`src/rtl/spec_return_stack_if.sv`:
```
// Command/response bundle of the speculative return address stack.
//
// Purpose : groups the front-end command signals (push/pop/restore) and the
//           stack outputs (top entry, occupancy flags, checkpoint) into one
//           interface. clk and reset stay plain ports on the design.
// Modports: master - predictor front end (drives commands, reads outputs)
//           slave  - the stack itself
// Optional: SPEC_RETURN_STACK_TOP_REPAIR_EN adds ckpt_top_o / restore_top_i.
interface spec_return_stack_if #(
  parameter int ADDR_W = 32,
  parameter int DEPTH  = 8
);
  localparam int PTR_W = $clog2(DEPTH);
  localparam int CNT_W = $clog2(DEPTH) + 1;

  logic                   push_i;
  logic                   pop_i;
  logic [ADDR_W-1:0]      push_addr_i;
  logic                   restore_i;
  logic [PTR_W+CNT_W-1:0] restore_ckpt_i;
  logic [ADDR_W-1:0]      top_o;
  logic                   valid_o;
  logic                   full_o;
  logic                   ovf_o;
  logic [PTR_W+CNT_W-1:0] ckpt_o;
`ifdef SPEC_RETURN_STACK_TOP_REPAIR_EN
  logic [ADDR_W-1:0]      ckpt_top_o;
  logic [ADDR_W-1:0]      restore_top_i;
`endif

  modport master (
    output push_i, pop_i, push_addr_i, restore_i, restore_ckpt_i,
`ifdef SPEC_RETURN_STACK_TOP_REPAIR_EN
    output restore_top_i,
    input  ckpt_top_o,
`endif
    input  top_o, valid_o, full_o, ovf_o, ckpt_o
  );

  modport slave (
    input  push_i, pop_i, push_addr_i, restore_i, restore_ckpt_i,
`ifdef SPEC_RETURN_STACK_TOP_REPAIR_EN
    input  restore_top_i,
    output ckpt_top_o,
`endif
    output top_o, valid_o, full_o, ovf_o, ckpt_o
  );
endinterface

```
`src/rtl/spec_return_stack.sv`:
```
// Speculation-aware return address stack for the fetch-stage predictor.
//
// Purpose : pushes call return addresses, pops predicted return targets.
//           On overflow the oldest entry is overwritten (circular buffer).
//           Exports {ptr, count} every cycle so the back end can roll the
//           pointer state back after a mispredict.
// Ports   : clk   - clock, all state updates on the rising edge
//           reset - asynchronous, active-high; clears pointers and entries
//           rs    - spec_return_stack_if.slave (commands, top, flags, ckpt)
// Optional: define SPEC_RETURN_STACK_TOP_REPAIR_EN to also checkpoint and
//           restore the top entry (ckpt_top_o / restore_top_i), repairing
//           a top slot clobbered by a wrong-path push.
module spec_return_stack #(
  parameter  int ADDR_W = 32,
  parameter  int DEPTH  = 8,
  localparam int PTR_W  = $clog2(DEPTH),
  localparam int CNT_W  = $clog2(DEPTH) + 1
) (
  input logic               clk,
  input logic               reset,
  spec_return_stack_if.slave rs
);

  logic [ADDR_W-1:0] mem [DEPTH];
  logic [PTR_W-1:0]  ptr;
  logic [CNT_W-1:0]  count;
  logic              ovf;

  logic [PTR_W-1:0]  ptr_inc;
  logic [PTR_W-1:0]  ptr_dec;
  logic [PTR_W-1:0]  restore_ptr;
  logic [CNT_W-1:0]  restore_count;
  logic              is_empty;
  logic              is_full;

  // DEPTH is a power of two, so PTR_W-bit wraparound is the modulo.
  assign ptr_inc  = ptr + PTR_W'(1);
  assign ptr_dec  = ptr - PTR_W'(1);
  assign is_empty = (count == '0);
  assign is_full  = (count == CNT_W'(DEPTH));

  assign {restore_ptr, restore_count} = rs.restore_ckpt_i;

  assign rs.top_o   = mem[ptr];
  assign rs.valid_o = !is_empty;
  assign rs.full_o  = is_full;
  assign rs.ovf_o   = ovf;
  assign rs.ckpt_o  = {ptr, count};
`ifdef SPEC_RETURN_STACK_TOP_REPAIR_EN
  assign rs.ckpt_top_o = mem[ptr];
`endif

  always_ff @(posedge clk or posedge reset) begin
    if (reset) begin
      ptr   <= '0;
      count <= '0;
      ovf   <= 1'b0;
      for (int i = 0; i < DEPTH; i++) mem[i] <= '0;
    end else begin
      ovf <= 1'b0;
      if (rs.restore_i) begin
        // Restore wins over any same-cycle push/pop.
        ptr   <= restore_ptr;
        count <= restore_count;
`ifdef SPEC_RETURN_STACK_TOP_REPAIR_EN
        mem[restore_ptr] <= rs.restore_top_i;
`endif
      end else if (rs.push_i && rs.pop_i && !is_empty) begin
        // Return then call: the new return address replaces the top.
        mem[ptr] <= rs.push_addr_i;
      end else if (rs.push_i) begin
        // Also covers push+pop on an empty stack.
        ptr          <= ptr_inc;
        mem[ptr_inc] <= rs.push_addr_i;
        if (is_full) ovf   <= 1'b1;
        else         count <= count + CNT_W'(1);
      end else if (rs.pop_i && !is_empty) begin
        // Popped entry is left in place; underflow is ignored.
        ptr   <= ptr_dec;
        count <= count - CNT_W'(1);
      end
    end
  end

endmodule

```
`src/flat_wrapper.sv`:
```
// flat-port wrapper written by rule: the top's interface ports become plain ports
module spec_return_stack_flat 
#(
  parameter  int ADDR_W = 32,
  parameter  int DEPTH  = 8,
  localparam int PTR_W  = $clog2(DEPTH),
  localparam int CNT_W  = $clog2(DEPTH) + 1
)
  (clk, reset, rs_push_i, rs_pop_i, rs_push_addr_i, rs_restore_i, rs_restore_ckpt_i, rs_top_o, rs_valid_o, rs_full_o, rs_ovf_o, rs_ckpt_o);
  spec_return_stack_if #(.ADDR_W(ADDR_W), .DEPTH(DEPTH)) rs_i ();
  input logic clk;
  input logic reset;
  input wire logic [$bits(rs_i.push_i)-1:0] rs_push_i;
  input wire logic [$bits(rs_i.pop_i)-1:0] rs_pop_i;
  input wire logic [$bits(rs_i.push_addr_i)-1:0] rs_push_addr_i;
  input wire logic [$bits(rs_i.restore_i)-1:0] rs_restore_i;
  input wire logic [$bits(rs_i.restore_ckpt_i)-1:0] rs_restore_ckpt_i;
  output wire logic [$bits(rs_i.top_o)-1:0] rs_top_o;
  output wire logic [$bits(rs_i.valid_o)-1:0] rs_valid_o;
  output wire logic [$bits(rs_i.full_o)-1:0] rs_full_o;
  output wire logic [$bits(rs_i.ovf_o)-1:0] rs_ovf_o;
  output wire logic [$bits(rs_i.ckpt_o)-1:0] rs_ckpt_o;
  assign rs_i.push_i = rs_push_i;
  assign rs_i.pop_i = rs_pop_i;
  assign rs_i.push_addr_i = rs_push_addr_i;
  assign rs_i.restore_i = rs_restore_i;
  assign rs_i.restore_ckpt_i = rs_restore_ckpt_i;
  assign rs_top_o = rs_i.top_o;
  assign rs_valid_o = rs_i.valid_o;
  assign rs_full_o = rs_i.full_o;
  assign rs_ovf_o = rs_i.ovf_o;
  assign rs_ckpt_o = rs_i.ckpt_o;
  spec_return_stack #(.ADDR_W(ADDR_W), .DEPTH(DEPTH)) u_core (.clk(clk), .reset(reset), .rs(rs_i));
endmodule
```
`config.mk`:
```
export PLATFORM = sky130hd
export DESIGN_NAME = spec_return_stack_flat
export DESIGN_NICKNAME = d
export VERILOG_FILES = /design/src/rtl/spec_return_stack_if.sv /design/src/rtl/spec_return_stack.sv /design/src/flat_wrapper.sv
export SDC_FILE = /design/constraint.sdc
export NUM_CORES = 1
export LEC_CHECK = 0
export ABC_AREA = 1
export BUFFER_PORTS_ARGS = -buffer_cell sky130_fd_sc_hd__clkbuf_2
export CORE_AREA = 2 2 233 120
export CTS_BUF_LIST = sky130_fd_sc_hd__clkbuf_4 sky130_fd_sc_hd__clkbuf_8 sky130_fd_sc_hd__clkbuf_16
export DETAILED_ROUTE_END_ITERATION = 10
export DIE_AREA = 0 0 235 122
export PLACE_DENSITY = 0.67
export SLEW_MARGIN = 5
export SYNTH_ARGS = -nofsm -noshare
export SYNTH_HDL_FRONTEND = slang
export SYNTH_SLANG_ARGS = --single-unit
export TNS_END_PERCENT = 20
```
`constraint.sdc`:
```
create_clock -name clk -period 11.7 [get_ports clk]
set_input_delay 2.34 -clock clk [delete_from_list [all_inputs] [get_ports clk]]
set_output_delay 2.34 -clock clk [all_outputs]
set_load 0.05 [all_outputs]
```
Word level (Yosys, flattened, before mapping)
Cells that the tools add are included.
{"block": "word_totals", "register_bits": 264, "inputBits": 44, "out_inout_bits": 42}
{"block": "op_classes", "n_addsub": 4, "n_lt_le_gt_ge": 4, "n_eq_ne": 3, "n_mux": 24, "n_bitwise": 3, "reduce_logical": 12}
{"cell": "$bwmux W256", "count": 2}
{"cell": "$mux W256", "count": 2}
{"cell": "$demux W32 S3", "count": 2}
{"cell": "$mux W32", "count": 4}
{"cell": "$bmux W32 S3", "count": 1}
{"cell": "$mux W4", "count": 5}
{"cell": "$mux W3", "count": 4}
{"cell": "$ge A4 B4 Y1 const B", "count": 2}
{"cell": "$lt A4 B1 Y1 const B", "count": 2}
{"cell": "$not A3 Y4", "count": 2}
{"cell": "$logic_and A1 B1 Y1", "count": 5}
{"cell": "$add A4 B1 Y4 const B", "count": 1}
{"cell": "$eq A4 B4 Y1 const B", "count": 1}
{"cell": "$logic_not A4 Y1", "count": 1}
{"cell": "$mux W1", "count": 4}
{"cell": "$reduce_and A2 Y1", "count": 2}
{"cell": "$sub A4 B1 Y4 const B", "count": 1}
{"cell": "$add A3 B1 Y3 const B", "count": 1}
{"cell": "$ne A3 B3 Y1 const B", "count": 1}
{"cell": "$reduce_and A3 Y1", "count": 1}
{"cell": "$reduce_bool A3 Y1", "count": 1}
{"cell": "$sub A3 B1 Y3 const B", "count": 1}
{"cell": "$ne A2 B2 Y1 const B", "count": 1}
{"cell": "$reduce_bool A2 Y1", "count": 1}
{"cell": "other kinds (2)", "count": 2}

Logic depth before layout (Yosys ltp)
{"block": "depth", "ltp_word": 9, "ltp_mapped": 13}

Least setup slack after synthesis
No wires, ideal clock.
{"block": "synth_path", "kind": "register to output", "from": "register u_core.count[3]", "to": "output rs_full_o", "arrival_time_ns": 2.236, "path_slack_ns": 7.124, "stages_incl_launch_ff": 3, "path_buffers": 0, "path_cell_list": "dfrtp_1 > inv_1 > nor4_1"}
{"block": "synth_via", "elab_chain_len": 1}
{"element": "start, declared", "line_no": "spec_return_stack.sv:26", "rtl": "logic [CNT_W-1:0] count;"}
{"element": "start signal, assigned", "line_no": "spec_return_stack.sv:64", "rtl": "count <= restore_count;"}
{"element": "start signal, assigned", "line_no": "spec_return_stack.sv:76", "rtl": "else count <= count + CNT_W'(1);"}
{"element": "start signal, assigned", "line_no": "spec_return_stack.sv:80", "rtl": "count <= count - CNT_W'(1);"}
{"element": "$eq A4 B4 Y1", "line_no": "spec_return_stack.sv:40", "rtl": "assign is_full = (count == CNT_W'(DEPTH));"}
{"element": "end, declared", "line_no": "flat_wrapper.sv:20", "rtl": "output wire logic [$bits(rs_i.full_o)-1:0] rs_full_o;"}
No other way between the ends.

Worst setup path after layout
{"block": "layout_path", "from": "register u_core.ptr[0]", "to": "output rs_top_o[14]"}
{"block": "layout_via", "elab_chain_len": 4}
{"element": "start, declared", "line_no": "spec_return_stack.sv:25", "rtl": "logic [PTR_W-1:0] ptr;"}
{"element": "start signal, assigned", "line_no": "spec_return_stack.sv:63", "rtl": "ptr <= restore_ptr;"}
{"element": "start signal, assigned", "line_no": "spec_return_stack.sv:73", "rtl": "ptr <= ptr_inc;"}
{"element": "start signal, assigned", "line_no": "spec_return_stack.sv:79", "rtl": "ptr <= ptr_dec;"}
{"element": "$not A3 Y4 (implied by the code)", "line_no": "spec_return_stack.sv:44", "rtl": "assign rs.top_o = mem[ptr];"}
{"element": "$bmux W32 S3", "line_no": "spec_return_stack.sv:44"}
{"element": "$mux W32 (implied by the code) (2 in series)", "line_no": "spec_return_stack.sv:44"}
{"element": "end, declared", "line_no": "flat_wrapper.sv:18", "rtl": "output wire logic [$bits(rs_i.top_o)-1:0] rs_top_o;"}
No other way between the ends. The select of a mux whose other input is x is not followed.

==> results.cfg <==
[timing]
finalSetupViolCount = 0
whs_ps = 473
clock.fmax_mhz = 159
skew_ps = 18.4
rsz0062_at_grt = no
hold_viol = 0
worstMarginPinSlew_ps = 1270
slew_headroom_pct = 15.4
min_period_ps = 6280
slew_viol_final = 0
tns_ps = 0
min_period_over_period_pct = 53.7

[logic_synthesis]
netlist_area_um2 = 13200
synth-seq-area-share_pct = 50.2
synth_compound_area_share_pct = 7.26
synthSimpleGateAreaFrac_pct = 33.5
ys_ff_latch = 264
syn_area_per_cell_um2 = 7.30
synthAdderAreaFrac_pct = 0.532
yosys_warnings = 0
synth_nets = 1852
synthCells = 1803
synth-xor-area-share_pct = 0.0665
synth_top_family_by_area = simple AND/OR/NAND/NOR gates
synth_mux_area_share_pct = 0
synth.distinct_cells = 25

[die]
core.rowCount = 43
coreArea_um2 = 27000
start_util_pct = 48.8
die_h_um = 122
num_io_pins = 86
dieWidth_um = 235
fp.dieArea_um2 = 28700

[setup_path]
worstPathCellList = buf_4, inv_2, nand3_1, o22ai_1, nor2_1, nand2_1, clkbuf_2
cp_max_fo = 55
worstSetupPathType = reg -> out
cp-start-kind = register
crit_family = buffers and inverters
cp_data_arrival_time_ps = 3940
required_ps = 9360
critPathSlowestCell = dfrtp_2
cp-end-kind = primary output
max_stage_delay_ps = 830
crit_buf_inv = 3

[clock_network]
cts_root_buf = clkbuf_16
hold_buffers = 0
cts.sinks = 264
clk_latency_ps = 560
cts_tree = done
post_cts_buffers = 0
cts-buffers-inserted = 25
htreeDepth = 1
cts_buffer_depth = 3
path_clk_slew_ps = 70
ctsResizeCount = 0

[route]
drtPass1Iterations = 5
drc = 0
final_antenna_net_count = 0
routed_wl_um = 44400
vias_per_cell = 5.70
num_vias = 12414
wl_per_cell_um = 20.4
first_iter_violations = 1871

[hold_path]
min_path_type = reg -> reg

[placement]
dp_hpwl_um = 25500
gp_congestion = 0.912
place.port_buffers = 85

[cells_and_area]
fillers = 2543
syn_to_final_growth_pct = 10.1
final_cell_mix = nand2_1, dfrtp_1, nand3_1, inv_1, clkbuf_2
drive_above_1_share_pct = 9.64
final_net_count = 1847
layout_commonest_cell = nand2_1
n_antenna_cell = 0

[global_route]
grt_usage_pct = 31.1
grt_start_max_net_pins = 125
globalRoute.totalOverflow = 0
grt_pass1_wl_um = 68700
grt_pass1_vias = 11387
antenna_found_initial = 0

[power]
peakVddDrop_uv = 158
p_leak_nw = 7.79
powerDensity_nw_per_um2 = 282

[run]
maxCapViolCount = 0

[run_status]
outcome = completed
## synthesized netlist by cell type, drive strengths merged
master	instances	area [um^2]
nor2	34	143
buf	70	340
xnor2	1	8.76
a21oi	80	400
nor4	1	6.26
nand4	37	231
clkbuf	72	310
nand2	859	3230
dfrtp	264	6610
inv	124	465
fa	1	20.0
nand3	157	791
o22ai	52	325
o21ai	46	230
ha	4	50.1
or2	1	6.26
## kinds of logic after synthesis
family	count (synthesis)
buffers and inverters	266
and+or+nand+nor	1089
xor gates and xnor gates	1
adders and majority gates	5
AOI/OAI and AO/OA	178
DFF	264
## stage by stage
step / utilization (%) / cells / power (mW) / instance area (um^2) / setup slack (ps)
floorplan: - / 1803 / 2.70 / 13200 / 2090
global placement: 50.4 / 2131 / 3.11 / 13600 / 6190
detailed placement: 50.4 / 2131 / 3.15 / 13600 / 6150
CTS: 53.7 / 2176 / 4.07 / 14500 / 5590
global route: 53.8 / 2176 / 4.34 / 14500 / 5310
finish: 53.8 / 2176 / 4.09 / 14500 / 5420
## flip-flops by register name (all words and copies together), names as in the netlist
signal and cells:
u_core.mem 256, u_core.count 4, u_core.ptr 3, u_core.rs.ovf_o 1
## metal layers
layer	share of wire (%)	track usage, %	wire [um]	vias up
met2	38	41.2	17000	838
li1	-	-	-	5650
met4	1.8	5.89	809	0
met5	0	0.673	0	-
met1	46	50.3	20400	5863
met3	14	7.59	6230	63
## tightest hold or removal path: stages, from the launching register on
cell     delay (ps)
dfrtp_1         340
nand2_1          50
nand2_1          50
## power by group
part           total [mW]  internal, mW  switching (mW)
clock network       0.915         0.536           0.379
registers            1.63          1.35           0.279
logic                1.55         0.426            1.12
total                4.09          2.31            1.78
## path summary, 6_finish.rpt
kind                                  from              end  depth (start not counted)  slack (ps)
min reg2reg                u_core.mem[217]  u_core.mem[217]                          2         470
min                        u_core.mem[217]  u_core.mem[217]                          2         470
min in group asynchronous            reset   u_core.mem[40]                          2        1890
max                          u_core.ptr[0]     rs_top_o[14]                          7        5420
max in group asynchronous            reset    u_core.ptr[0]                          3        8030
max reg2reg                  u_core.ptr[0]   u_core.mem[74]                         11        6660
## area by class of cell
| cell class | instances | area [um^2] | share of cell area [%] |
|---|---|---|---|
| sequential | 264 | 6610 | 45.6 |
| tap | 360 | 450 | 3.11 |
| inverter | 124 | 473 | 3.26 |
| timing repair buffer | 110 | 613 | 4.23 |
| multi-input combinational | 1273 | 5440 | 37.6 |
| clock buffer | 32 | 703 | 4.85 |
| clock inverter | 13 | 199 | 1.37 |
(Power assumes the default switching activity.)
